--- config.mk ---
export PLATFORM = sky130hd
export DESIGN_NAME = bcd_to_bin_flat
export DESIGN_NICKNAME = d
export VERILOG_FILES = /design/src/rtl/bcd_to_bin_if.sv /design/src/rtl/bcd_to_bin.sv /design/src/flat_wrapper.sv
export SDC_FILE = /design/constraint.sdc
export NUM_CORES = 1
export LEC_CHECK = 0
export CORE_MARGIN = 5
export CORE_UTILIZATION = 40
export DETAILED_ROUTE_END_ITERATION = 6
export DONT_BUFFER_PORTS = 1
export GPL_ROUTABILITY_DRIVEN = 0
export PLACE_DENSITY_LB_ADDON = 0.25
export SETUP_SLACK_MARGIN = 0.3
export SLEW_MARGIN = 20
export SYNTH_ARGS = -nofsm -noshare
export SYNTH_HDL_FRONTEND = slang
export SYNTH_SLANG_ARGS = --single-unit
--- constraint.sdc ---
create_clock -name i_clk -period 4.05 [get_ports i_clk]
set_clock_uncertainty 0.2 [all_clocks]
set_input_delay 0.2025 -clock i_clk [delete_from_list [all_inputs] [get_ports i_clk]]
set_output_delay 0.2025 -clock i_clk [all_outputs]
set_load 0.005 [all_outputs]
--- src/rtl/bcd_to_bin_if.sv ---
// Handshake bundle for the packed-BCD to binary converter.
// Producer/consumer side is master, converter side is slave.
interface bcd_to_bin_if #(
   parameter int DIGITS = 4
);
   localparam int N = 4 * DIGITS;

   logic [N-1:0] i_bcd;
   logic         i_valid;
   logic         o_ready;
   logic [N-1:0] o_bin;
   logic         o_err;
   logic         o_valid;
   logic         i_ready;

   modport master (
      output i_bcd, i_valid, i_ready,
      input  o_ready, o_bin, o_err, o_valid
   );

   modport slave (
      input  i_bcd, i_valid, i_ready,
      output o_ready, o_bin, o_err, o_valid
   );
endinterface

--- src/rtl/bcd_to_bin.sv ---
// Packed-BCD to binary converter, reverse double-dabble, one bit per clock.
// Optional digit range check: define BCD_TO_BIN_INVALID_CHECK_EN.
module bcd_to_bin #(
   parameter int DIGITS = 4
) (
   input logic         i_clk,
   input logic         i_rst,
   bcd_to_bin_if.slave bus
);
   localparam int N  = 4 * DIGITS;
   localparam int CW = $clog2(N + 1);

   typedef enum logic [1:0] {
      IDLE,
      BUSY,
      DONE
   } state_e;

   state_e         state_q, state_d;
   logic [2*N-1:0] w_q, w_d;
   logic [CW-1:0]  cnt_q, cnt_d;
   logic [N-1:0]   bin_q, bin_d;
   logic           err_q, err_d;
   logic [2*N-1:0] w_adj;
   logic           bad_digit;

   always_ff @(posedge i_clk) begin
      if (i_rst) begin
         state_q <= IDLE;
         w_q     <= '0;
         cnt_q   <= '0;
         bin_q   <= '0;
         err_q   <= 1'b0;
      end else begin
         state_q <= state_d;
         w_q     <= w_d;
         cnt_q   <= cnt_d;
         bin_q   <= bin_d;
         err_q   <= err_d;
      end
   end

   // Shift right, then pull 3 out of any BCD nibble that landed at >= 8.
   always_comb begin
      w_adj = w_q >> 1;
      for (int i = 0; i < DIGITS; i++) begin
         if (w_adj[N+4*i+3]) begin
            w_adj[N+4*i +: 4] = w_adj[N+4*i +: 4] - 4'd3;
         end
      end
   end

`ifdef BCD_TO_BIN_INVALID_CHECK_EN
   always_comb begin
      bad_digit = 1'b0;
      for (int i = 0; i < DIGITS; i++) begin
         if (bus.i_bcd[4*i +: 4] > 4'd9) begin
            bad_digit = 1'b1;
         end
      end
   end
`else
   assign bad_digit = 1'b0;
`endif

   always_comb begin
      state_d = state_q;
      unique case (state_q)
         IDLE:    if (bus.i_valid) state_d = BUSY;
         BUSY:    if (cnt_q == CW'(1)) state_d = DONE;
         DONE:    if (bus.i_ready) state_d = IDLE;
         default: state_d = IDLE;
      endcase
   end

   always_comb begin
      w_d   = w_q;
      cnt_d = cnt_q;
      bin_d = bin_q;
      err_d = err_q;
      unique case (state_q)
         IDLE: begin
            if (bus.i_valid) begin
               w_d   = {bus.i_bcd, {N{1'b0}}};
               cnt_d = CW'(N);
               err_d = bad_digit;
            end
         end
         BUSY: begin
            w_d   = w_adj;
            cnt_d = cnt_q - CW'(1);
            if (cnt_q == CW'(1)) begin
               bin_d = w_adj[N-1:0];
            end
         end
         default: ;
      endcase
   end

   always_comb begin
      bus.o_ready = (state_q == IDLE);
      bus.o_valid = (state_q == DONE);
      bus.o_bin   = bin_q;
      bus.o_err   = err_q;
   end
endmodule

--- src/flat_wrapper.sv ---
// flat-port wrapper written by rule: the top's interface ports become plain ports
module bcd_to_bin_flat 
#(
   parameter int DIGITS = 4
)
  (i_clk, i_rst, bus_i_bcd, bus_i_valid, bus_i_ready, bus_o_ready, bus_o_bin, bus_o_err, bus_o_valid);
  bcd_to_bin_if #(.DIGITS(DIGITS)) bus_i ();
  input logic i_clk;
  input logic i_rst;
  input wire logic [$bits(bus_i.i_bcd)-1:0] bus_i_bcd;
  input wire logic [$bits(bus_i.i_valid)-1:0] bus_i_valid;
  input wire logic [$bits(bus_i.i_ready)-1:0] bus_i_ready;
  output wire logic [$bits(bus_i.o_ready)-1:0] bus_o_ready;
  output wire logic [$bits(bus_i.o_bin)-1:0] bus_o_bin;
  output wire logic [$bits(bus_i.o_err)-1:0] bus_o_err;
  output wire logic [$bits(bus_i.o_valid)-1:0] bus_o_valid;
  assign bus_i.i_bcd = bus_i_bcd;
  assign bus_i.i_valid = bus_i_valid;
  assign bus_i.i_ready = bus_i_ready;
  assign bus_o_ready = bus_i.o_ready;
  assign bus_o_bin = bus_i.o_bin;
  assign bus_o_err = bus_i.o_err;
  assign bus_o_valid = bus_i.o_valid;
  bcd_to_bin #(.DIGITS(DIGITS)) u_core (.i_clk(i_clk), .i_rst(i_rst), .bus(bus_i));
endmodule
==> flow_metrics.tcl <==
set metrics [dict create \
    startpoint "u_core.state_q[0]" \
    setup_viol 0 \
    internal_power_w 0.000797 \
    met3_length_um 308 \
    p_seq_frac 0.540 \
    yosysTopAreaCell "dfxtp_1" \
    cts_root_buf "clkbuf_8" \
    area_growth_pct 12.4 \
    cts_inserted_buffers 5 \
    synthXorXnorAreaFrac 0.0224 \
    num_rows 28 \
    ys_seq_area_frac 0.461 \
    hold_viol 0 \
    startpoint_type "register" \
    antenna_cells 0 \
    crit_path_end_kind "register" \
    grt_usage 0.143 \
    relSlewSlack 0.563 \
    synth-adder-area-share 0.0267 \
    start_util 0.404 \
    drtIter0Drc 120 \
    grt_pass1_wl_mm 8.45 \
    synth_edf_count 0 \
    critical_path_required_ns 4.09 \
    ys_async_sr_fraction 0 \
    synthMuxAreaShare 0.0219 \
    cp_max_fo 25 \
    dr_wl_met2_mm 2.36 \
    routed_wl_mm 5.04 \
    synth_compound_area_frac 0.203 \
    die_x_um 86.6 \
    cts_resized 0 \
    drv_slew 0 \
    arrival_ns 2.36 \
    antenna_found_initial 0 \
    power.switching_w 0.000272 \
    die_height_um 86.6 \
    postSynthRegisterBits 54 \
    ios 39 \
    vias_per_cell 5.28 \
    routedWlPerCell_um 14.6 \
    routed.top_layer "met4" \
    overflow 0 \
    grt_pass1_vias 1704 \
    yosysMostFrequentCell "dfxtp_1" \
    avgSynthCellArea_um2 8.92 \
    die_area_um2 7500 \
    grt_start_max_net_pins 52 \
    synthCells 263 \
    syn-cell-area_um2 2350 \
    synth_top_area_frac 0.461 \
    clk_latency_ns 0.31 \
    cts_tree "built" \
    drc 0 \
    ant_nets 0 \
    switching_share 0.255 \
    clkTransAtPathRegs_ns 0.11 \
    timing.setup.tns_ns 0 \
    cts.sink_count 54 \
    min_from "bus_i_bcd[13]" \
    num_vias 1822 \
    period_needed_ns 2.32 \
    worstSetupPathType "reg -> reg" \
    fin_crit_sh 0.572 \
    power_w 0.00107 \
    core_um2 5820 \
    synth_top_family_by_area "simple AND/OR/NAND/NOR gates" \
    yosys_most_used_dff "dfxtp_1" \
    yosys.area_share.simple 0.205 \
    final_nets 294 \
    p_leak_nw 0.934 \
    reg2reg_from "u_core.state_q[0]" \
    drive_gt1_frac 0.104 \
    worst_pin_slew_ns 0.655 \
    synth_top_cells_by_count "54 x dfxtp_1, 40 x nand2_1, 36 x nor2_1, 20 x a22oi_1, 19 x a21oi_1" \
    synth_nets 288 \
    dr.pass1.iters 4 \
    pwr-share-clk 0.342 \
    cts_max_path_buffers 2 \
    wl_met1_mm 2.25 \
    p_per_area_nw_per_um2 405 \
    rsz0062_at_grt "no" \
    status "finished, final reports clean" \
    hpwl_mm 3.08 \
    combinationalPowerShare 0.118 \
    ir_drop_mv 0.178 \
    synth_area_leaders "dfxtp_1 46%, a22oi_1 6.4%, nand2_1 6.4%, nor2_1 5.8%, a21oi_1 4.1%" \
    yosysUniqueCellTypes 35 \
    max_freq_mhz 431 \
    yosysWarnings 0 \
    port-buffer-count 0 \
    drv_cap 0 \
    htreeDepth 2 \
    hp-class "in -> reg" \
]
-- cells in the final DEF (no fill, tap or decap), types with 2 or more instances in the layout --
cell,count
a211oi_1,2
a21o_1,3
a21oi_1,19
a21oi_2,10
a221o_1,6
a22oi_1,20
a32oi_1,2
clkbuf_8,5
dfxtp_1,54
dlygate4sd3_1,17
ha_1,5
inv_1,3
mux2i_1,4
nand2_1,40
nand2_2,2
nand2b_1,5
nor2_1,36
nor2b_1,6
nor3_1,10
xnor2_1,6
-- area by class of cell --
type / instances / area [um2]
clock buffer: 5 / 68.8
multi-input combinational: 186 / 1130
tap: 75 / 93.8
clock inverter: 3 / 43.8
timing repair buffer: 19 / 205
fill: 603 / 3180
sequential: 54 / 1080
inverter: 3 / 11.3
-- path summary, 6_finish.rpt --
kind | to | slack, ns | cells past startpoint
worst max register to register | u_core.bus.o_bin[14] | 1.73 | 5
worst min register to register | u_core.bus.o_bin[0] | 0.26 | 2
worst min-delay path | u_core.w_q[29] | 0.0002 | 4
worst max-delay path | u_core.bus.o_bin[14] | 1.73 | 5
-- cells by family (layout without fill, tap and decap cells) --
logic type / count (synthesis) / in the layout
xor+xnor: 6 / 6
compound gates: 65 / 65
simple gates: 104 / 104
fa+ha+maj: 5 / 5
flops: 54 / 54
other cells: 1 / 1
buf+inv: 23 / 30
mux: 5 / 5
-- power groups by stage --
stage	Clock (W)	Combinational, W	Sequential (W)
finish	0.000366	0.000126	0.000577
global route	0.000400	0.000143	0.000581
CTS	0.000378	0.000126	0.000577
detailed placement	0	0.0000996	0.000589
global placement	0	0.0000986	0.000588
floorplan	0	0.000104	0.000579
-- registers in the layout (all words and copies together), names as in the netlist --
| register | cells |
|---|---|
| u_core.cnt_q | 5 |
| u_core.bus.o_bin | 16 |
| u_core.w_q | 31 |
| u_core.state_q | 2 |
-- worst max-delay path, cell delays in order (launching register included) --
cell and delay [ns]:
dfxtp_1 0.75, nor2b_1 0.20, buf_4 0.27, and2_1 0.54
nand2_1 0.14, a21oi_2 0.15
-- per-stage QoR --
| stage | instance area, um2 | setup slack (ns) | util | hold slack (ns) | std cells |
|---|---|---|---|---|---|
| floorplan | 2350 | 2.47 | - | 0.111 | 263 |
| global placement | 2320 | 1.77 | 0.399 | 0.0726 | 319 |
| detailed placement | 2320 | 1.77 | 0.399 | 0.0732 | 319 |
| CTS | 2620 | 1.38 | 0.451 | 0.00171 | 344 |
| global route | 2640 | 1.48 | 0.454 | 0.0122 | 345 |
| finish | 2640 | 1.73 | 0.454 | 0.000227 | 345 |
-- layer usage --
metal | vias up | GRT usage
li1 | 913 | -
met1 | 857 | 0.177
met2 | 43 | 0.230
met3 | 9 | 0.0437
met4 | 0 | 0.0623
met5 | - | 0
-- timing repair --
item                      CTS  global route
buffers inserted            0             0
hold buffers               17             1
hold endpoints to repair   54             1
Power figures use the tool's default switching activity.
